File: src/rtl/trng_bit_packer.sv
// Raw entropy bits -> optional von Neumann debias -> LSB-first WIDTH-bit words -> FWFT FIFO.
// Define TRNG_VN_DEBIAS_EN to enable the von Neumann extractor; otherwise stage 1 is a plain register.
module trng_bit_packer #(
  parameter int unsigned WIDTH = 5,
  parameter int unsigned DEPTH = 4
) (
  input  logic                     clk,
  input  logic                     reset,
  input  logic                     bit_in,
  input  logic                     bit_valid,
  output logic [WIDTH-1:0]         word_out,
  output logic                     word_valid,
  input  logic                     word_ready,
  output logic [$clog2(DEPTH):0]   fill_level,
  output logic                     overflow,
  output logic [7:0]               drop_count
);

  localparam int unsigned PtrW = $clog2(DEPTH);
  localparam int unsigned CntW = $clog2(WIDTH);

  // Stage 1: extractor (or pass-through register)
  logic vn_bit_q, vn_bit_d, vn_valid_q, vn_valid_d;

`ifdef TRNG_VN_DEBIAS_EN
  logic first_q, first_d, have_first_q, have_first_d;

  always_comb begin
    first_d      = first_q;
    have_first_d = have_first_q;
    vn_valid_d   = 1'b0;
    vn_bit_d     = vn_bit_q;
    if (bit_valid) begin
      if (!have_first_q) begin
        first_d      = bit_in;
        have_first_d = 1'b1;
      end else begin
        have_first_d = 1'b0;
        if (first_q != bit_in) begin
          vn_valid_d = 1'b1;
          vn_bit_d   = first_q;
        end
      end
    end
  end

  always_ff @(posedge clk) begin
    if (reset) begin
      first_q      <= 1'b0;
      have_first_q <= 1'b0;
    end else begin
      first_q      <= first_d;
      have_first_q <= have_first_d;
    end
  end
`else
  assign vn_valid_d = bit_valid;
  assign vn_bit_d   = bit_in;
`endif

  always_ff @(posedge clk) begin
    if (reset) begin
      vn_bit_q   <= 1'b0;
      vn_valid_q <= 1'b0;
    end else begin
      vn_bit_q   <= vn_bit_d;
      vn_valid_q <= vn_valid_d;
    end
  end

  // Stage 2: packer. Only the upper WIDTH-1 bits are kept; bit 0 would be shifted out unused.
  logic [WIDTH-1:1] shift_q, shift_d;
  logic [WIDTH-1:0] push_word;
  logic [CntW-1:0]  cnt_q, cnt_d;
  logic             push;

  assign push_word = {vn_bit_q, shift_q};

  always_comb begin
    shift_d = shift_q;
    cnt_d   = cnt_q;
    push    = 1'b0;
    if (vn_valid_q) begin
      shift_d = push_word[WIDTH-1:1];
      if (cnt_q == CntW'(WIDTH - 1)) begin
        cnt_d = '0;
        push  = 1'b1;
      end else begin
        cnt_d = cnt_q + CntW'(1);
      end
    end
  end

  // FIFO
  logic [WIDTH-1:0] mem_q [DEPTH];
  logic [PtrW-1:0]  rd_ptr_q, rd_ptr_d, wr_ptr_q, wr_ptr_d;
  logic [PtrW:0]    fill_q, fill_d;
  logic             overflow_q, overflow_d;
  logic [7:0]       drop_q, drop_d;
  logic             pop, full, accept, drop;

  always_comb begin
    pop        = (fill_q != '0) && word_ready;
    full       = (fill_q == (PtrW + 1)'(DEPTH));
    // A pop on a full FIFO frees the slot for a same-edge push.
    accept     = push && (!full || pop);
    drop       = push && full && !pop;
    wr_ptr_d   = wr_ptr_q + PtrW'(accept);
    rd_ptr_d   = rd_ptr_q + PtrW'(pop);
    fill_d     = fill_q + (PtrW + 1)'(accept) - (PtrW + 1)'(pop);
    overflow_d = overflow_q | drop;
    drop_d     = (drop && (drop_q != 8'hFF)) ? drop_q + 8'd1 : drop_q;
  end

  always_ff @(posedge clk) begin
    if (reset) begin
      shift_q    <= '0;
      cnt_q      <= '0;
      rd_ptr_q   <= '0;
      wr_ptr_q   <= '0;
      fill_q     <= '0;
      overflow_q <= 1'b0;
      drop_q     <= 8'd0;
    end else begin
      shift_q    <= shift_d;
      cnt_q      <= cnt_d;
      rd_ptr_q   <= rd_ptr_d;
      wr_ptr_q   <= wr_ptr_d;
      fill_q     <= fill_d;
      overflow_q <= overflow_d;
      drop_q     <= drop_d;
    end
  end

  always_ff @(posedge clk) begin
    if (accept) mem_q[wr_ptr_q] <= push_word;
  end

  assign word_valid = (fill_q != '0);
  assign word_out   = word_valid ? mem_q[rd_ptr_q] : '0;
  assign fill_level = fill_q;
  assign overflow   = overflow_q;
  assign drop_count = drop_q;

endmodule

File: config.mk
export PLATFORM = sky130hd
export DESIGN_NAME = trng_bit_packer
export DESIGN_NICKNAME = d
export VERILOG_FILES = /design/src/rtl/trng_bit_packer.sv
export SDC_FILE = /design/constraint.sdc
export NUM_CORES = 1
export LEC_CHECK = 0
export CORE_ASPECT_RATIO = 0.75
export CORE_MARGIN = 2
export CORE_UTILIZATION = 49
export CTS_CLUSTER_SIZE = 28
export DETAILED_ROUTE_END_ITERATION = 16
export PLACE_DENSITY_LB_ADDON = 0.12
export SYNTH_ARGS = -nofsm -noshare
export SYNTH_HDL_FRONTEND = slang
export SYNTH_SLANG_ARGS = --single-unit
File: constraint.sdc
create_clock -name clk -period 2.3 [get_ports clk]
set_input_delay 0.46 -clock clk [delete_from_list [all_inputs] [get_ports clk]]
set_output_delay 0.46 -clock clk [all_outputs]
set_load 0.02 [all_outputs]
Yosys cells after proc, flatten, opt, wreduce, memory -nomap -nowiden
Memories as Yosys holds them, arrays and structs flattened. A register that Yosys moved wholly into a read port is not among the register bits.
Cells that the tools add are included.
- bits in registers: 25
- input bits: 5
- bits in writable memories: 20
- word-level logic and storage cells: 36
- memories kept: 1
- output and inout bits: 18
- reductions and logical operators: 9
- bitwise operators: 1
- $add $sub $neg: 6
- multiplexer cells: 7
- equality and inequality tests: 3
- memory list (memory ; words ; bits a word ; read ports ; clocked after memory_dff ; wr ports ; line ; RTL):
    mem_q ; 4 ; 5 ; 1 ; 1 ; 1 ; 95 ; logic [WIDTH-1:0] mem_q [DEPTH];
- operator list (operator ; number):
    $add 8x1->8 const B ; 1
    $ne 8x8->1 const B ; 1
    $eq 3x3->1 const B ; 2
    $logic_and 1x1->1 ; 5
    $mux 5 ; 1
    $add 2x1->2 ; 2
    $mux 1 ; 4
    $add 3x1->3 ; 1
    $add 3x1->3 const B ; 1
    $mux 3 ; 1
    $reduce_bool 3->1 ; 1
    $sub 3x1->3 ; 1
    $logic_not 1->1 ; 2
    $mux 2 ; 1
    $logic_or 1x1->1 ; 1
    $or 1x1->1 ; 1

Longest topological paths before layout
Gate-level depths: netlist (run 1).
- depth after elaboration: 6
- depth in mapped cells: 13

Least setup slack after synthesis (run 1)
No wires, ideal clock.
- path type: input port to flip-flop
- from: input port word_ready
- to: register fill_q[2], in the netlist fill_level[2]
- arrival: 2.270 ns
- stages: 10
- slack: -0.098 ns
- cells stage by stage: or4b_1 -> nand2_1 -> ha_1 -> inv_1 -> ha_1 -> inv_1 -> fa_1 -> xor2_1 -> xnor2_1 -> nor2_1
- cells in the longest elaborated chain, start to end: 5
- ends and longest elaborated chain (what ; line ; RTL):
    start, declared ; 13 ; input logic word_ready,
    $logic_and 1x1->1 (*) ; 103 ; pop = (fill_q != '0) && word_ready;
    $logic_or 1x1->1 ; 106 ; accept = push && (!full || pop);
    $logic_and 1x1->1 ; 106 ;
    $add 3x1->3 ; 110 ; fill_d = fill_q + (PtrW + 1)'(accept) - (PtrW + 1)'(pop);
    $sub 3x1->3 (*) ; 110 ;
    end signal, assigned ; 129 ; fill_q <= fill_d;
    end, declared ; 97 ; logic [PtrW:0] fill_q, fill_d;
Every way passes the cells marked *; elsewhere a longest branch is shown, timed or not.
A chain may end at the register's enable or synchronous reset.

Worst setup path in the final report (run 1)
- from: register fill_q[0], in the netlist fill_level[0]
- to: register fill_q[2], in the netlist fill_level[2]
- cells in the longest elaborated chain, start to end: 6
- elaborated cells on any way between the ends: 8
- ends and longest elaborated chain (what ; line):
    $eq 3x3->1 / $reduce_bool 3->1 (equally long branches) ; 104, 103
    $logic_not 1->1 / $logic_and 1x1->1 (equally long branches) ; 106, 103
    $logic_or 1x1->1 ; 106
    $logic_and 1x1->1 ; 106
    $add 3x1->3 ; 110
    $sub 3x1->3 (*) ; 110
Marks and branches as above.

==> flow_summary_export.csv, run 1 <==
group,metric,value,unit
routing,viasPerCell,5.06,
synth,synth_seq_cells,45,
synth,netlist-cell-type-count,31,
placed_design,dp_cells,238,
setup_path,critPathMaxFanout,2,
synth,ys_warn_count,0,
grt,grt_pass1_wl,5.76,mm
timing,finalSetupViolCount,0,
timing,hold_ws,0.494,ns
clocking,cts_buffers,5,
run,drv_cap,0,
timing,hold_viol_final,0,
timing,drv_slew,0,
grt,gr-total-overflow,0,
routing,drc,0,
power_and_ir_drop,vdd_drop_max,0.504,mV
routing,final_antenna_net_count,0,
routing,wl_per_cell,13.9,um
floorplanning,rows,19,
cells_and_area,nNetsFinal,207,
floorplanning,core,3680,um^2
grt,grt_pass1_vias,1237,
synth,synthesis.area,1890,um^2
clocking,htreeDepth,2,
synth,syn_inst,152,
clocking,clk_pin_slew_worst_paths,0.08,ns
cells_and_area,antennaDiodeCount,0,
cells_and_area,area_growth,30.1,%
clocking,clk_root_buffer_cell,"clkbuf_8",
setup_path,endpoint_kind,"flip-flop",
synth,synth-seq-area-share,58.3,%
status,status,"finished clean",
timing,setup_tns,0,ns
timing,tightest_slew,0.852,ns
timing,grt_setup_unrepaired,"true",
setup_path,path_class,"reg2reg",
placed_design,dp_hpwl,2.56,mm
power_and_ir_drop,p_leak,0.919,nW
cells_and_area,final_cell_mix,"20 x dfxtp_1, 20 x edfxtp_1, 18 x nor2_1, 18 x buf_4, 16 x clkdlybuf4s50_1",
timing,post-route-period-util,97.3,%
timing,max_freq,447,MHz
timing,maxSlewHeadroom,42.8,%
setup_path,startpoint_type,"flip-flop",
routing,vias,1249,
floorplanning,dieArea,4370,um^2
clocking,cts.sinks,45,
min_path,hp-class,"reg2reg",
cells_and_area,drive_above_1_share,25.1,%
floorplanning,die_w,75.7,um
power_and_ir_drop,power-per-cell-area,891,nW/um^2
setup_path,cp.required,2.48,ns
floorplanning,start_util,51.3,%
synth,synth.avg_cell_area,12.4,um^2
placed_design,port_buffers,22,
timing,fin_skew,0.00658,ns
synth,synthesis.nets,165,
power_and_ir_drop,total_power,2.19,mW
clocking,clk_latency,0.29,ns
grt,antenna_found_initial,0,
grt,gr-usage-all-layers,18.0,%
setup_path,critPathArrivalTime,2.42,ns
routing,initialDrtViolationCount,71,
placed_design,gp_congestion,0.886,
routing,drtPass1Iterations,4,
cells_and_area,final.fill_count,290,
cells_and_area,fin_cells,247,
floorplanning,die_y,57.8,um
clocking,cts_tree,"yes",
floorplanning,ios,23,
grt,grt_start_max_net_pins,26,
cells_and_area,final_core_util,66.7,%
clocking,cts_buffer_depth,2,
timing,period_needed,2.24,ns
routing,wirelength,3.42,mm
==> cells by family after synthesis <==
group	Yosys count	share of synthesized area, %
DFF	45	58.3
AOI/OAI and AO/OA	13	4.83
muxes	11	9.14
xor gates and xnor gates	7	3.25
buffers and inverters	13	3.18
adders and majority gates	8	5.70
and+or+nand+nor	55	15.6
==> sequential cells by signal, indices dropped and copies added (netlist names) <==
| signal | count |
|---|---|
| cnt_q | 3 |
| overflow | 1 |
| shift_q | 4 |
| mem_q | 20 |
| vn_bit_q | 1 |
| wr_ptr_q | 2 |
| rd_ptr_q | 2 |
| vn_valid_q | 1 |
| drop_count | 8 |
| fill_level | 3 |
==> synthesized netlist by cell type, drive strengths merged <==
cell     count  area share [%]
buf          2            0.99
a21oi        5             1.3
or4          1            0.40
nand3        5             1.3
nor4         2            0.66
ha           7             4.6
nor3         4             1.1
and3         3            0.99
dfxtp       25              26
nor2        18             3.6
fa           1             1.1
nand4        1            0.33
o21ai        3            0.79
xor2         3             1.4
nand2        6             1.2
xnor2        4             1.9
o21a         1            0.40
clkbuf       4            0.79
o211ai       1             1.1
or3          2            0.66
o2111ai      1            0.46
mux4         5             6.0
nor2b       11             3.6
or4b         1            0.53
mux2i        6             3.2
a31oi        1            0.33
nor4b        1             1.3
o31ai        1            0.40
edfxtp      20              32
inv          7             1.4
==> through the flow <==
| step | area, um^2 | worst slack (ns) |
|---|---|---|
| after floorplan | 1920 | 0.00470 |
| after CTS | 2430 | 0.0522 |
| after global routing | 2460 | -0.0464 |
| after global placement | 2320 | -0.434 |
| final | 2460 | 0.0618 |
| after detailed placement | 2320 | -0.484 |
==> worst max-delay path: stages, from the launching register on <==
cell,delay (ns)
dfxtp_2,0.33
or4b_4,0.55
nand2_4,0.09
ha_4,0.19
inv_2,0.06
ha_4,0.12
inv_2,0.03
fa_2,0.37
xor2_2,0.18
xnor2_1,0.15
nor2_1,0.06
==> final cells by class <==
| cell class | instances | area (um^2) | area share, % |
|---|---|---|---|
| Sequential cell | 45 | 1110 | 45.1 |
| Multi-Input combinational cell | 94 | 785 | 31.9 |
| Timing Repair Buffer | 41 | 364 | 14.8 |
| Clock buffer | 5 | 68.8 | 2.80 |
| Tap cell | 52 | 65.1 | 2.65 |
| Clock inverter | 3 | 41.3 | 1.68 |
| Inverter | 7 | 26.3 | 1.07 |
==> metal layers <==
layer / GRT usage, % / part of all wire (%) / up-vias
li1: - / - / 620
met1: 24.8 / 48 / 600
met2: 28.8 / 47 / 25
met3: 4.70 / 4.0 / 4
met4: 4.51 / 0.76 / 0
met5: 0 / 0 / -
==> power by group <==
group / leakage, nW / total (mW) / internal, mW / switching, mW
Sequential: 0.389 / 0.901 / 0.871 / 0.0297
Clock: 0.0518 / 0.570 / 0.320 / 0.250
Combinational: 0.478 / 0.718 / 0.378 / 0.339
Total: 0.919 / 2.19 / 1.57 / 0.619
==> final timing paths <==
| check | start | to | slack (ns) | cells after the start |
|---|---|---|---|---|
| max | fill_level[0] | fill_level[2] | 0.06 | 10 |
| max reg2reg | fill_level[0] | fill_level[2] | 0.06 | 10 |
| min reg2reg | overflow | overflow | 0.49 | 2 |
| min | overflow | overflow | 0.49 | 2 |
==> what timing repair did <==
item / 4_1_cts / 5_1_grt
pin swaps: 4 / 6
buffers inserted: 1 / 0
hold buffers: 0 / 0
endpoints found under the setup margin: 7 / 1
resized for setup: 6 / 11
No activity file was read; power rests on OpenSTA's default activity.
==> inputs of run 2 (changes only) <==
- CAP_MARGIN: unset -> 20
- CORE_UTILIZATION: 49 -> 25
==> run 2 against run 1 <==
Combinational power is 3.6% lower; cell area up 1.3%; worst setup slack better by 0.044 ns; maximum frequency is 2.0% higher; hold slack about the same; critical path depth up 1.
==> flow_summary_export.csv, run 2 (synthesis gave the netlist of run 1 again) <==
group,metric,value,unit
timing,maxSlewHeadroom,44.4,%
placed_design,dp_cells,286,
clocking,cts_buffer_depth,2,
placed_design,gp_congestion,0.746,
setup_path,endpoint_kind,"flip-flop",
timing,hold_viol_final,0,
floorplanning,start_util,25.8,%
grt,gr-total-overflow,0,
timing,tightest_slew,0.827,ns
min_path,worstHoldStart,"overflow",
power_and_ir_drop,p_sw_share,31.0,%
clocking,cts.sinks,45,
power_and_ir_drop,power.clock.fraction,24.3,%
timing,post-route-period-util,95.4,%
floorplanning,rows,27,
setup_path,path_class,"in2reg",
clocking,hold_buffers,0,
timing,grt_setup_unrepaired,"false",
routing,final_antenna_net_count,0,
grt,grt_pass1_vias,1268,
cells_and_area,final_common_cell,"dfxtp_1",
floorplanning,die_y,79.3,um
cells_and_area,final_cell_mix,"22 x dfxtp_1, 20 x edfxtp_1, 18 x nor2_1, 16 x clkdlybuf4s50_1, 16 x buf_4",
floorplanning,dieArea,8280,um^2
setup_path,ff2ff_setup_slack,0.12,ns
routing,drc,0,
cells_and_area,antennaDiodeCount,0,
setup_path,r2r-end,"fill_level[2]",
timing,max_freq,456,MHz
floorplanning,core,7330,um^2
grt,antenna_found_initial,0,
cells_and_area,nNetsFinal,205,
power_and_ir_drop,power_frac_seq,43.0,%
cells_and_area,drive_above_1_share,23.3,%
setup_path,max_stage_delay,0.55,ns
power_and_ir_drop,pwr-share-comb,32.7,%
routing,drtPass1Iterations,4,
timing,drv_slew,0,
timing,period_needed,2.19,ns
clocking,htreeDepth,2,
power_and_ir_drop,p_leak,0.905,nW
placed_design,dp_hpwl,2.78,mm
routing,viasPerCell,4.27,
setup_path,cp.required,2.48,ns
floorplanning,ios,23,
clocking,clk_latency,0.30,ns
grt,grt_pass1_wl,6.33,mm
clocking,cts_buffers,5,
cells_and_area,multi_input_area,781,um^2
min_path,hold_depth,2,
min_path,hold_path_end,"overflow",
grt,gr-usage-all-layers,9.89,%
setup_path,cpMaxStageDelayCell,"or4b_4",
floorplanning,die_w,104,um
setup_path,worstPathCellList,"clkdlybuf4s15_1 -> or4b_4 -> nand2_4 -> ha_4 -> inv_2 -> ha_4 -> inv_2 -> fa_2 -> xor2_2 -> xnor2_1 -> nor2_1",
routing,initialDrtViolationCount,68,
routing,wirelength,3.79,mm
run,drv_cap,0,
cells_and_area,fin_cells,294,
clocking,clk_root_buffer_cell,"clkbuf_8",
cells_and_area,largest_register,"mem_q",
min_path,hp-class,"reg2reg",
setup_path,critPathMaxFanout,2,
placed_design,port_buffers,22,
setup_path,startpoint_type,"input port",
setup_path,reg2reg_depth,10,
setup_path,critPathArrivalTime,2.38,ns
power_and_ir_drop,p_switching,0.655,mW
power_and_ir_drop,power-per-cell-area,850,nW/um^2
clocking,cts_tree,"yes",
timing,finalSetupViolCount,0,
timing,fin_skew,0.0104,ns
routing,wl_per_cell,12.9,um
cells_and_area,largest_register_ffs,20,
timing,setup_tns,0,ns
routing,vias,1256,
status,status,"finished clean",
power_and_ir_drop,vdd_drop_max,0.275,mV
cells_and_area,final.fill_count,737,
grt,grt_start_max_net_pins,26,
cells_and_area,register_area,1110,um^2
cells_and_area,area_growth,31.7,%
setup_path,r2r_start,"fill_level[0]",
clocking,clk_pin_slew_worst_paths,0.09,ns
power_and_ir_drop,p_int,1.46,mW
==> run 2: cell types whose count changed in the layout (fill, tap and decap cells not counted), sizes merged <==
cell / change
inv: +2
clkbuf: -1
buf: -2
clkdlybuf4s15: +1
bufinv: -1
clkinv: -1
==> run 2: stage by stage <==
step / setup slack [ns] / util (%) / area, um^2 / hold slack (ns) / power (mW)
floorplan: 0.00470 / - / 1920 / 0.459 / 1.32
global placement: -0.442 / 32.4 / 2380 / 0.466 / 1.63
detailed placement: -0.490 / 32.4 / 2380 / 0.477 / 1.64
CTS: 0.0408 / 33.6 / 2460 / 0.506 / 2.12
global route: 0.0273 / 33.9 / 2490 / 0.531 / 2.25
finish: 0.106 / 33.9 / 2490 / 0.493 / 2.12
==> run 2: layout make-up <==
type / count / share of cell area (%)
sequential: 45 / 44.5
timing repair buffer: 39 / 14.2
multi-input combinational: 94 / 31.4
clock buffer: 5 / 2.77
tap: 101 / 5.08
inverter: 7 / 1.06
clock inverter: 3 / 1.01
==> run 2: worst max-delay path by stage <==
| stage | end | cells past startpoint | slack [ns] | startpoint |
|---|---|---|---|---|
| 2_1_floorplan | fill_level[2] | 10 | 0.005 | word_ready |
| 3_3_place_gp | fill_level[2] | 11 | -0.44 | word_ready |
| 3_5_place_dp | fill_level[2] | 11 | -0.49 | word_ready |
| 4_1_cts | fill_level[2] | 11 | 0.04 | word_ready |
| 5_1_grt | fill_level[2] | 10 | 0.03 | fill_level[0] |
| 6_report | fill_level[2] | 11 | 0.11 | word_ready |
==> run 2: power by group through the flow <==
stage	sequential (mW)	combinational [mW]	clock, mW
after floorplan	0.957	0.363	0
after global placement	0.925	0.703	0
after detailed placement	0.928	0.717	0
after CTS	0.909	0.684	0.530
after global routing	0.917	0.763	0.567
final	0.911	0.692	0.513
==> run 2: critical path, delay by kind of cell <==
family / cells / cell delay (ns)
fa+ha+maj: 3 / 0.64
xor+xnor: 2 / 0.31
simple gates: 3 / 0.69
buf+inv: 3 / 0.28
==> run 2: repair_timing <==
action / 4_1_cts / 5_1_grt
setup buffers: 0 / 0
resized for setup: 6 / 8
endpoints found under the setup margin: 7 / 1
pin swaps: 3 / 4
==> run 2: metal layers <==
metal,share of wire [%],global-route usage [%],up-vias
met5,0,0,-
met4,1.4,3.65,0
met3,4.9,3.37,7
met2,43,14.1,21
met1,51,13.8,610
li1,-,-,618
